==> src/rtl/quad_enc_emul.sv <==
// Quadrature encoder emulator: generates registered A/B/Z channels and a
// matching position count from a programmable edge period and direction.
module quad_enc_emul #(
    parameter int LINES      = 1024,  // encoder lines per revolution
    parameter int MIN_PERIOD = 96,    // floor on clocks between channel edges
    parameter int POS_W      = 12     // position width, clog2(4*LINES)
) (
    input  logic             clk,
    input  logic             rst,
    input  logic             en,
    input  logic             dir,
    input  logic [15:0]      period,
    output logic             cha,
    output logic             chb,
    output logic             chz,
    output logic [POS_W-1:0] pos,
    output logic             step
);

    localparam int              CPR     = 4 * LINES;
    localparam logic [POS_W-1:0] POS_MAX = POS_W'(CPR - 1);
    localparam logic [15:0]     MIN_P   = 16'(MIN_PERIOD);

    // Elaboration-time guards on parameter combinations that cannot work.
    if (MIN_PERIOD < 82) begin : g_min_period_check
        $error("quad_enc_emul: MIN_PERIOD must be at least 82");
    end
    if (POS_W != $clog2(CPR)) begin : g_pos_w_check
        $error("quad_enc_emul: POS_W must equal clog2(4*LINES)");
    end

    // Channel state, encoded directly as {A,B} so the outputs need no decode.
    typedef enum logic [1:0] {
        S0 = 2'b00,
        S1 = 2'b10,
        S2 = 2'b11,
        S3 = 2'b01
    } phase_e;

    logic [15:0]      cnt_q, cnt_d;
    phase_e           phase_q, phase_d;
    logic [POS_W-1:0] pos_q, pos_d;
    logic             armed_q, armed_d;
    logic             chz_q, chz_d;
    logic             step_q, step_d;

    logic [15:0]      eff_period;
    logic             running;
    logic             fire;

    // Prescaler: clamp the requested period and decide whether this cycle steps.
    always_comb begin
        // NOTE: every always_comb output gets a default first so no path can
        // leave it unassigned and infer a latch.
        eff_period = (period > MIN_P) ? period : MIN_P;
        running    = en && (period != 16'd0);
        // eff_period >= 82 here, so the subtraction cannot underflow. Using >=
        // rather than == makes a freshly lowered period fire on the next edge.
        fire       = running && (cnt_q >= (eff_period - 16'd1));
        cnt_d      = cnt_q;
        if (!running || fire) begin
            cnt_d = 16'd0;
        end else begin
            cnt_d = cnt_q + 16'd1;
        end
    end

    // Phase FSM next state: one Gray move per step, direction sampled on the step.
    always_comb begin
        phase_d = phase_q;
        if (fire) begin
            unique case (phase_q)
                S0:      phase_d = dir ? S1 : S3;
                S1:      phase_d = dir ? S2 : S0;
                S2:      phase_d = dir ? S3 : S1;
                S3:      phase_d = dir ? S0 : S2;
                default: phase_d = S0;
            endcase
        end
    end

    // Position, index arming and index/step outputs, all aligned to the step edge.
    always_comb begin
        pos_d   = pos_q;
        armed_d = armed_q;
        if (fire) begin
            armed_d = 1'b1;
            if (dir) begin
                pos_d = (pos_q == POS_MAX) ? '0 : pos_q + 1'b1;
            end else begin
                pos_d = (pos_q == '0) ? POS_MAX : pos_q - 1'b1;
            end
        end
        chz_d  = armed_d && (pos_d == '0);
        step_d = fire;
    end

    // State register with synchronous reset that overrides every other input.
    always_ff @(posedge clk) begin
        // NOTE: sequential state uses non-blocking assignments so every register
        // samples the pre-edge values regardless of statement order.
        if (rst) begin
            cnt_q   <= 16'd0;
            phase_q <= S0;
            pos_q   <= '0;
            armed_q <= 1'b0;
            chz_q   <= 1'b0;
            step_q  <= 1'b0;
        end else begin
            cnt_q   <= cnt_d;
            phase_q <= phase_d;
            pos_q   <= pos_d;
            armed_q <= armed_d;
            chz_q   <= chz_d;
            step_q  <= step_d;
        end
    end

    assign cha  = phase_q[1];
    assign chb  = phase_q[0];
    assign chz  = chz_q;
    assign pos  = pos_q;
    assign step = step_q;

endmodule
==> config.mk <==
export PLATFORM = sky130hd
export DESIGN_NAME = quad_enc_emul
export DESIGN_NICKNAME = d
export VERILOG_FILES = /design/src/rtl/quad_enc_emul.sv
export SDC_FILE = /design/constraint.sdc
export NUM_CORES = 1
export LEC_CHECK = 0
export CORE_MARGIN = 4
export CORE_UTILIZATION = 35
export DETAILED_ROUTE_END_ITERATION = 12
export GPL_TIMING_DRIVEN = 0
export PLACE_DENSITY = 0.53
export SKIP_CTS_REPAIR_TIMING = 1
export SYNTH_ARGS = -nofsm -noshare
export SYNTH_HDL_FRONTEND = slang
export SYNTH_SLANG_ARGS = --single-unit
==> constraint.sdc <==
create_clock -name clk -period 10.7 [get_ports clk]
set_input_delay 2.14 -clock clk [delete_from_list [all_inputs] [get_ports clk]]
set_output_delay 2.14 -clock clk [all_outputs]
set_load 0.01 [all_outputs]
==> qor.csv <==
metric,value,unit
synth_edf_count,0,
final_max_slew_viol_count,0,
drc_errors,0,
drt-initial-drc-count,140,
num-nets-final,420,
grt_pass1_vias,2240,
r2r_slack,7.32,ns
status,"finished, final reports clean",
cts_buffers,5,
async_flop_share,0,
grt_setup_unrepaired,no,
grt_max_degree,11,
ys_warn_count,0,
wl_met3,396,um
cts_buffer_depth,2,
required,10.89,ns
rows,31,
syn_area,2630,um^2
path_max_fanout,9,
firstDrtPassIters,4,
netlist_instances,339,
min_period,7.92,ns
insertion_delay,0.28,ns
m1WireLength,3340,um
fin_skew,0.00605,ns
vias_per_cell,5.18,
hp-class,flip-flop to flip-flop,
grt_use_total,0.152,
finalSetupViolCount,0,
detail-route-antenna-nets,0,
highest_layer,met4,
wirelength,6520,um
dr_wl_met2,2770,um
post-dp-hpwl,5170,um
end_kind,flip-flop,
cp_data_arrival_time,8.11,ns
core_area,7290,um^2
finalSetupTns,0,ns
avgRoutedWirePerCell,13.6,um
synth_cell_types,55,
fmax,126,MHz
path_clk_slew,0.07,ns
io_pins,36,
via_count,2480,
p_total,272,uW
reg2reg_from,cnt_q[15]$_SDFF_PP0_,
place.gp.congestion,0.856,
final_cells,479,
die_area,8970,um^2
tightest_slew,0.660,ns
die_w,94.7,um
synth_fp_nets,380,
relSlewSlack,0.556,
cts_max_level,2,
start_util,0.361,
drive_gt1_frac,0.0789,
hold_viol_final,0,
peakVddDrop,72.0,uV
p_leak,0.00114,uW
cp-startpoint,period[2],
min_period_over_period,0.740,
overflow,0,
grt_pass1_wl,10900,um
clockRootBuffer,clkbuf_8,
cts_tree,yes,
hp-start,cnt_q[0]$_SDFF_PP0_,
antennaDiodeCount,0,
synth_ff_type,dfxtp_1,
synth_seq_cells,33,
drv_cap,0,
clock-sinks,33,
critPathKind,primary input to flip-flop,
antenna_found_initial,0,
startpoint_type,primary input,
portBuffers,33,
n_fill_cell,802,
yosysSeqAreaShare,0.251,
placed_area,3080,um^2
placed_cells,471,
syn_area_per_cell,7.76,um^2
stdcell_area,3200,um^2
power.density,84.9,nW/um^2
die_height,94.7,um
syn_to_final_growth,21.7,%
[layout make-up]
class	instances	area (um^2)	area share
inverters	9	33.8	0.0106
plain buffers	17	86.3	0.0270
clock buffers	7	86.3	0.0270
flip-flops and latches	33	661	0.206
repair buffers	33	330	0.103
clock inverters	1	30.0	0.00938
multi-input cells	280	1850	0.578
well taps	99	124	0.0387
[synth_stat cells, drive strengths merged (3+ instances only)]
cell type	instances	share of area
nand2	27	0.039
nand3	11	0.021
xor2	15	0.050
dfxtp	33	0.25
clkbuf	9	0.013
o221a	3	0.013
nor3	17	0.032
a31oi	4	0.015
ha	21	0.10
a211oi	5	0.014
mux2i	4	0.015
a22oi	4	0.015
nor2	55	0.078
nand4	7	0.017
xnor2	15	0.050
and3	7	0.017
nand2b	4	0.0095
buf	8	0.020
a21boi	4	0.011
or4	3	0.010
inv	9	0.013
or3	4	0.0095
a21oi	16	0.032
o211ai	3	0.0086
nor4	11	0.037
o21ai	12	0.023
[stage by stage]
stage / hold WS [ns] / worst slack [ns] / utilization
global placement: 0.460 / 2.46 / 0.423
finish: 0.482 / 2.78 / 0.439
floorplan: 0.437 / 3.81 / -
detailed placement: 0.464 / 2.54 / 0.423
global route: 0.511 / 2.28 / 0.439
CTS: 0.482 / 2.79 / 0.439
[path summary, 6_finish.rpt]
kind | end | depth (start not counted)
worst min-delay path | cnt_q[0]$_SDFF_PP0_ | 1
worst min register to register | cnt_q[0]$_SDFF_PP0_ | 1
worst max register to register | chz$_SDFF_PP0_ | 9
worst max-delay path | chz$_SDFF_PP0_ | 22
[power breakdown]
part	internal, uW	switching [uW]	leakage [uW]	total [uW]
sequential	123	0.409	0.000266	124
combinational	12.5	14.5	0.000817	26.9
clock	75.9	45.2	0.0000585	121
[routing by layer]
metal  global-route usage  up-vias
li1                     -     1319
met1                0.228     1109
met2                0.227       50
met3               0.0303        2
met4               0.0252        0
met5                    0        -
[cells in the final DEF, fill, tap and decap left out, types with 8 or more instances in the layout]
| cell | n |
|---|---|
| nor3_1 | 17 |
| inv_1 | 9 |
| nor4_1 | 8 |
| xnor2_1 | 15 |
| clkdlybuf4s50_1 | 33 |
| clkbuf_1 | 10 |
| xor2_1 | 15 |
| a21oi_1 | 15 |
| o21ai_0 | 9 |
| nor2_1 | 55 |
| nand3_1 | 11 |
| ha_1 | 21 |
| nand2_1 | 27 |
| dfxtp_1 | 33 |
[kinds of logic after synthesis]
family,Yosys count,share of synthesized area
xor gates and xnor gates,30,0.0999
DFF,33,0.251
adders and majority gates,21,0.0999
and+or+nand+nor,158,0.303
AOI/OAI and AO/OA,66,0.181
muxes,5,0.0195
buffers and inverters,26,0.0457
[worst max-delay path, stage by stage]
cell             delay, ns
clkdlybuf4s50_1       0.46
nor3_1                0.39
nand2_1               0.18
and3_1                0.23
or3_1                 0.39
nand2_1               0.13
ha_1                  0.23
nand3b_1              0.13
nor3_1                0.18
nand2_1               0.11
nor3_1                0.33
nand2_1               0.12
xor2_1                0.17
ha_1                  0.29
nand4_1               0.17
or4_1                 0.57
a221o_1               0.34
a31oi_4               0.36
mux2_2                0.38
nor4_1                0.40
nand4_1               0.17
nor4_2                0.26
[sequential cells by signal, summed over array words and instances (netlist names)]
signal   cells
chz          1
cnt_q       16
step         1
phase_q      2
pos         12
armed_q      1
No activity file was read; power rests on OpenSTA's default activity.
